<file path="config.mk">
export PLATFORM = sky130hd
export DESIGN_NAME = bus_arbiter_mux
export DESIGN_NICKNAME = d
export VERILOG_FILES = /design/src/rtl/bus_arbiter_mux.sv
export SDC_FILE = /design/constraint.sdc
export NUM_CORES = 1
export LEC_CHECK = 0
export CAP_MARGIN = 20
export CORE_ASPECT_RATIO = 1.5
export CORE_MARGIN = 2
export CORE_UTILIZATION = 22
export CTS_BUF_LIST = sky130_fd_sc_hd__clkbuf_16
export CTS_CLUSTER_DIAMETER = 200
export DETAILED_ROUTE_END_ITERATION = 7
export GPL_TIMING_DRIVEN = 0
export PLACE_DENSITY = 0.87
export RECOVER_POWER = 100
export SYNTH_ARGS = -nofsm -noshare
export SYNTH_HDL_FRONTEND = slang
export SYNTH_SLANG_ARGS = --single-unit
</file>
<file path="constraint.sdc">
create_clock -name clk -period 1.6 [get_ports clk]
set_input_delay 0.16 -clock clk [delete_from_list [all_inputs] [get_ports clk]]
set_output_delay 0.16 -clock clk [all_outputs]
set_load 0.01 [all_outputs]
</file>
<file path="src/rtl/bus_arbiter_mux.sv">
// ============================================================================
//  Module      : bus_arbiter_mux
//  Description : Two-master bus arbiter with fixed M0 priority from IDLE and
//                hold-while-requesting grants. It muxes the granted master's
//                write strobe, address and write data onto the slave bus.
//                The optional macro BUS_ARB_TIMEOUT_EN adds forced handover
//                after MAX_HOLD consecutive grant cycles when the other
//                master is waiting.
//  Revision    : 1.0 - initial release
// ============================================================================
`default_nettype none

module bus_arbiter_mux #(
    parameter int ADDR_WIDTH = 8,
    parameter int DATA_WIDTH = 32,
    parameter int MAX_HOLD   = 16
) (
    input  logic                  clk,
    input  logic                  reset,
    input  logic                  M0_req,
    input  logic                  M0_wr,
    input  logic [ADDR_WIDTH-1:0] M0_address,
    input  logic [DATA_WIDTH-1:0] M0_dout,
    input  logic                  M1_req,
    input  logic                  M1_wr,
    input  logic [ADDR_WIDTH-1:0] M1_address,
    input  logic [DATA_WIDTH-1:0] M1_dout,
    output logic                  M0_grant,
    output logic                  M1_grant,
    output logic                  S_wr,
    output logic [ADDR_WIDTH-1:0] S_address,
    output logic [DATA_WIDTH-1:0] S_din,
    output logic                  bus_busy
);

    localparam logic [1:0] c_IDLE = 2'b00;
    localparam logic [1:0] c_GNT0 = 2'b01;
    localparam logic [1:0] c_GNT1 = 2'b10;

    // The hold counter is 8 bits wide, so MAX_HOLD must fit below 256.
    if (MAX_HOLD < 2 || MAX_HOLD > 255) begin : g_max_hold_check
        $error("bus_arbiter_mux: MAX_HOLD must be in 2..255");
    end

    logic [1:0] r_state;
    logic [1:0] w_state_nxt;
    logic       w_preempt0;   // M0 must yield to a waiting M1
    logic       w_preempt1;   // M1 must yield to a waiting M0

`ifdef BUS_ARB_TIMEOUT_EN
    localparam logic [7:0] c_HOLD_LAST = 8'(MAX_HOLD - 1);

    logic [7:0] r_hold_cnt;

    assign w_preempt0 = (r_hold_cnt == c_HOLD_LAST) && M1_req;
    assign w_preempt1 = (r_hold_cnt == c_HOLD_LAST) && M0_req;

    // Count consecutive grant cycles; restart on every state change and
    // saturate at the last allowed cycle while nobody else is waiting.
    always_ff @(posedge clk or posedge reset) begin
        if (reset) begin
            r_hold_cnt <= 8'd0;
        end else if (w_state_nxt != r_state || r_state == c_IDLE) begin
            r_hold_cnt <= 8'd0;
        end else if (r_hold_cnt != c_HOLD_LAST) begin
            r_hold_cnt <= r_hold_cnt + 8'd1;
        end
    end
`else
    assign w_preempt0 = 1'b0;
    assign w_preempt1 = 1'b0;
`endif

    // Next-state arbitration: M0 wins ties from IDLE, an owner keeps the bus
    // while it requests, and release hands straight over to a waiting master.
    always_comb begin
        w_state_nxt = c_IDLE;
        case (r_state)
            c_IDLE: begin
                if (M0_req)      w_state_nxt = c_GNT0;
                else if (M1_req) w_state_nxt = c_GNT1;
                else             w_state_nxt = c_IDLE;
            end
            c_GNT0: begin
                if (M0_req && !w_preempt0) w_state_nxt = c_GNT0;
                else if (M1_req)           w_state_nxt = c_GNT1;
                else                       w_state_nxt = c_IDLE;
            end
            c_GNT1: begin
                if (M1_req && !w_preempt1) w_state_nxt = c_GNT1;
                else if (M0_req)           w_state_nxt = c_GNT0;
                else                       w_state_nxt = c_IDLE;
            end
            default: w_state_nxt = c_IDLE;  // 2'b11 recovers to IDLE
        endcase
    end

    // State register; grants are decoded straight from it, so they are glitch-free.
    always_ff @(posedge clk or posedge reset) begin
        if (reset) r_state <= c_IDLE;
        else       r_state <= w_state_nxt;
    end

    assign M0_grant = (r_state == c_GNT0);
    assign M1_grant = (r_state == c_GNT1);
    assign bus_busy = M0_grant | M1_grant;

    // Slave-side mux: only the owner's signals pass; an idle bus is all zero.
    always_comb begin
        S_wr      = 1'b0;
        S_address = '0;
        S_din     = '0;
        case (r_state)
            c_GNT0: begin
                S_wr      = M0_wr;
                S_address = M0_address;
                S_din     = M0_dout;
            end
            c_GNT1: begin
                S_wr      = M1_wr;
                S_address = M1_address;
                S_din     = M1_dout;
            end
            default: begin
                S_wr      = 1'b0;
                S_address = '0;
                S_din     = '0;
            end
        endcase
    end

endmodule

`default_nettype wire

</file>
---- After elaboration in Yosys (flattened, before gate mapping) ----
Index checks and enable logic that the tools add are counted.
storage, ports and cells
  register bits after elaboration ......... 2
  input port bits ......................... 86
  logic and storage cells ................. 14
cells by class
  equal/unequal tests ..................... 2
  muxes and demuxes ....................... 8
  bitwise operators ....................... 1
  reduce and logical (&&, ||, !) cells .... 2
operators with widths
  kind                  count
  $pmux W32 S2          1
  $pmux W8 S2           1
  $mux W2               3
  $pmux W2 S2           1
  $eq A2 B1 Y1 const B  1
  $eq A2 B2 Y1 const B  1
  $logic_not A2 Y1      1
  $pmux W1 S2           1
  $reduce_or A2 Y1      1
  $mux W1               1
  $or A1 B1 Y1          1

---- Depth between registers and ports, before layout ----
  word-level depth ........................ 3
  mapped depth ............................ 6
  gate-level depth less buffers ........... 4

---- Worst setup path after synthesis ----
No wires, ideal clock.
  kind .................................... reg2out
  start ................................... register r_state[0]
  end ..................................... output port S_address[0]
  data arrival time ....................... 1.293 ns
  slack ................................... 0.147 ns
  cell stages (with the launch flop) ...... 7
  buffers on the path ..................... 2
  cell sequence ........................... dfrtp_1 inv_1 ha_1 clkbuf_2 buf_2 a22oi_1 nor2b_1
on the way
  word-level cells in the longest chain between the ends .. 2
RTL lines
  element                 line  text
  start, declared         45    logic [1:0] r_state;
  start signal, assigned  100   if (reset) r_state <= c_IDLE;
  start signal, assigned  101   else r_state <= w_state_nxt;
  $eq A2 B2 Y1            n/a
  net M1_grant            29    output logic M1_grant,
  $pmux W8 S2             113   case (r_state)
  end, declared           31    output logic [ADDR_WIDTH-1:0] S_address,
The timed path passes the listed nets, and every way through them passes these cells.

---- Worst setup path in the final report ----
  start ................................... register r_state[0]
  end ..................................... output port S_din[19]
on the way
  word-level cells in the longest chain between the ends .. 2
RTL lines
  element                                              line  text
  $eq A2 B2 Y1 / $eq A2 B1 Y1 (equally long branches)  113
  $pmux W32 S2 *                                       113
  end, declared                                        32    output logic [DATA_WIDTH-1:0] S_din,
Mark *: on every way between the ends. The rest lies on a longest branch, timed or not.

==> key figures <==
Timing
  • Hold Vio Cnt, Final: 0
  • FMAX: 0.5698 GHz
  • Final setup vio count: 41
  • Clock skew: 0.001358 ns
  • Max Slew Vio Count: 0
  • Hold WS: 0.2284 ns
  • Worst slew pin tran: 0.1632 ns
  • RSZ-0062 raised after global routing: true
  • Final period util: 109.7%
  • Tmin final: 1.755 ns
  • Slew HR: 89.12%
  • Setup WS post-layout: -0.1550 ns

Floorplan
  • Die height: 78.12 um
  • Die area: 4173 sq um
  • Initial core utilization: 23.37%
  • Core box area: 3448 sq um
  • Die Wd: 53.42 um
  • Num ports: 130
  • # rows: 26

Critical path
  • Reg-to-Reg End: r_state[1]
  • Slowest stage delay, CP: 0.40 ns
  • Crit-path cells: inv_2 > ha_4 > clkbuf_16 > buf_12 > a22oi_2 > nor2b_1 > buf_2
  • Crit Path Max Fanout: 10
  • Reg-to-reg slack, setup: 0.09 ns
  • Critical path class: flip-flop to output pin
  • Critical path arrival: 1.59 ns
  • CP top delay family: buffers and inverters
  • Path depth of the worst reg2reg path: 6
  • Slowest stage cell, crit path: dfrtp_1
  • Worst setup EP type: output pin
  • Startpoint Class: flip-flop
  • Critical Path RT: 1.44 ns
  • Launch point of the worst reg-to-reg path: r_state[0]
  • Worst path buffer plus inverter count: 4
  • Critical path depth: 7

Routing
  • Antenna-violating nets left: 0
  • Residual DRC: 0
  • DR pass1 iterations: 4
  • DR iter-0 viols: 21
  • Vias per Instance: 4.837
  • Vias: 1451
  • Routed length per placed instance: 16.38 um
  • Total Wirelength: 4915 um

Finish
  • Layout Nets: 351
  • Largest register by flop count: r_state
  • Number of flip-flops in the largest register: 2
  • Finished Cell Area: 2638 sq um
  • Core Util, Final: 76.49%
  • Area growth, synth to finish: 227.3%
  • Area of the multi-input gates: 900.9 sq um
  • Fillers: 248
  • Top flop regs: r_state: 2 flops
  • N_diodes: 0
  • Reg area: 51.30 sq um
  • Layout cells sized above 1: 46.51%

Pwr
  • Leak: 1.072 nW
  • Peak VDD IR: 0.0009743 V
  • Pwr dens: 830.8 nW/um^2
  • Final total power: 2.191 mW

Global routing
  • Number of global-route vias before repair: 1476
  • First-pass GRT wire length: 7065 um
  • GR Overflow Total: 0
  • Pin count of the biggest net entering global routing: 11
  • Total GRT Usage: 22.28%
  • Initial antenna violation count: 0

Clocking
  • Post-CTS Hold Buffers: 0
  • CTS Sinks: 2
  • Clock root buffer: clkbuf_16
  • Worst skew pair latency: 0.22 ns
  • H-tree levels: 1
  • Clock Pin Slew Worst Setup and Hold Paths: 0.03 ns
  • Max Root-Sink Buffers: 2
  • CTS Buf Count: 3
  • CTS tree: done

Synthesis
  • Largest cells by area after synthesis: a22oi_1 (38%), nor2b_1 (33%), ha_1 (7.8%)
  • Cell accounting for the most synthesized area: a22oi_1
  • Cells after Synth: 111
  • Synth warn: 0
  • Mean post-synth cell area: 7.259 sq um
  • Post-Syn Nets: 202
  • Commonest cells post-synth: nor2b_1 (42), a22oi_1 (41), buf_2 (7)
  • Cell variety after synth: 12
  • Synthesized area: 805.8 sq um
  • Sequential area share after synthesis: 6.211%
  • Synthesis-stage register bit count: 2
  • Top-count cell post-synth: nor2b_1
  • Share of synthesized registers carrying an async set or reset: 100.0%
  • Primary FF master, synth: dfrtp_1
  • Post-synth EDFFs: 0
  • Post-synth top area share: 38.20%

Status
  • Failing checks: setup timing
  • Status: complete, but fails checks

Place
  • GP Congestion: 0.7314
  • Cell Area, Placed: 2150 sq um
  • Port buffer count: 129
  • Post-DP HPWL: 3369 um

Worst hold path
  • Worst min path class: input port to asynchronous set/reset pin

Run
  • Max cap viols: 0
-- cell type report --
| type | instances | share of cell area, % |
|---|---|---|
| well taps | 42 | 1.992 |
| plain buffers | 14 | 8.539 |
| repair buffers | 144 | 49.86 |
| flip-flops and latches | 2 | 1.945 |
| inverters | 4 | 0.6641 |
| clock buffers | 3 | 2.846 |
| multi-input cells | 91 | 34.16 |
-- where the power goes --
| part | switching, mW | leakage (nW) | internal, mW |
|---|---|---|---|
| combinational | 0.696 | 1.01 | 1.04 |
| clock | 0.0591 | 0.0370 | 0.318 |
| sequential | 0.0147 | 0.0243 | 0.0612 |
| total | 0.769 | 1.07 | 1.42 |
-- per-stage QoR --
step / std cells / setup TNS [ns] / worst slack (ns)
5_1_grt: 300 / -6.238 / -0.2096
3_5_place_dp: 282 / -18.57 / -0.5153
3_3_place_gp: 282 / -17.20 / -0.4561
4_1_cts: 294 / -3.288 / -0.1166
2_1_floorplan: 111 / 0 / 0.1470
6_report: 300 / -4.246 / -0.1550
-- layout by cell type, fill, tap and decap left out --
master	count
o21ba_2	1
dfrtp_1	1
nor2b_1	42
buf_2	41
o311a_1	1
inv_4	1
dlygate4sd2_1	3
inv_1	2
dlygate4sd3_1	1
clkbuf_4	4
clkdlybuf4s50_1	84
buf_12	7
o211a_1	1
buf_6	2
inv_2	1
buf_8	2
a22oi_1	1
a22oi_2	40
buf_16	3
clkbuf_16	7
ha_1	2
ha_4	3
dfrtp_2	1
buf_4	7
-- kinds of logic (layout without fill, tap and decap cells) --
group | Yosys count | in the layout | synth area share [%]
simple gates | 42 | 42 | 32.61
compound gates | 44 | 44 | 41.93
flops | 2 | 2 | 6.211
fa+ha+maj | 5 | 5 | 7.764
buf+inv | 18 | 165 | 11.49
-- layer usage --
layer / vias to the layer above / part of all wire (%) / routed length, um / global-route usage, %
met4: 0 / 2.7 / 134 / 8.718
li1: 707 / - / - / -
met5: - / 0 / 0 / 0
met2: 81 / 56 / 2761 / 44.81
met1: 651 / 30 / 1461 / 18.73
met3: 12 / 11 / 558 / 6.274
-- worst max-delay path by stage --
stage	end	from
after CTS	S_din[21]	r_state[0]
after detailed placement	S_din[0]	r_state[1]
final	S_din[19]	r_state[0]
after global routing	S_din[4]	r_state[0]
after global placement	S_din[30]	r_state[0]
after floorplan	S_address[0]	r_state[0]
-- repair_timing --
| item | CTS | global route |
|---|---|---|
| setup buffers | 6 | 3 |
| gates resized for setup | 249 | 14 |
| gates cloned | 3 | 3 |
| pin swaps | 15 | 19 |
| endpoints found under the setup margin | 44 | 41 |
Note: power is estimated with default switching activity, not from simulation.
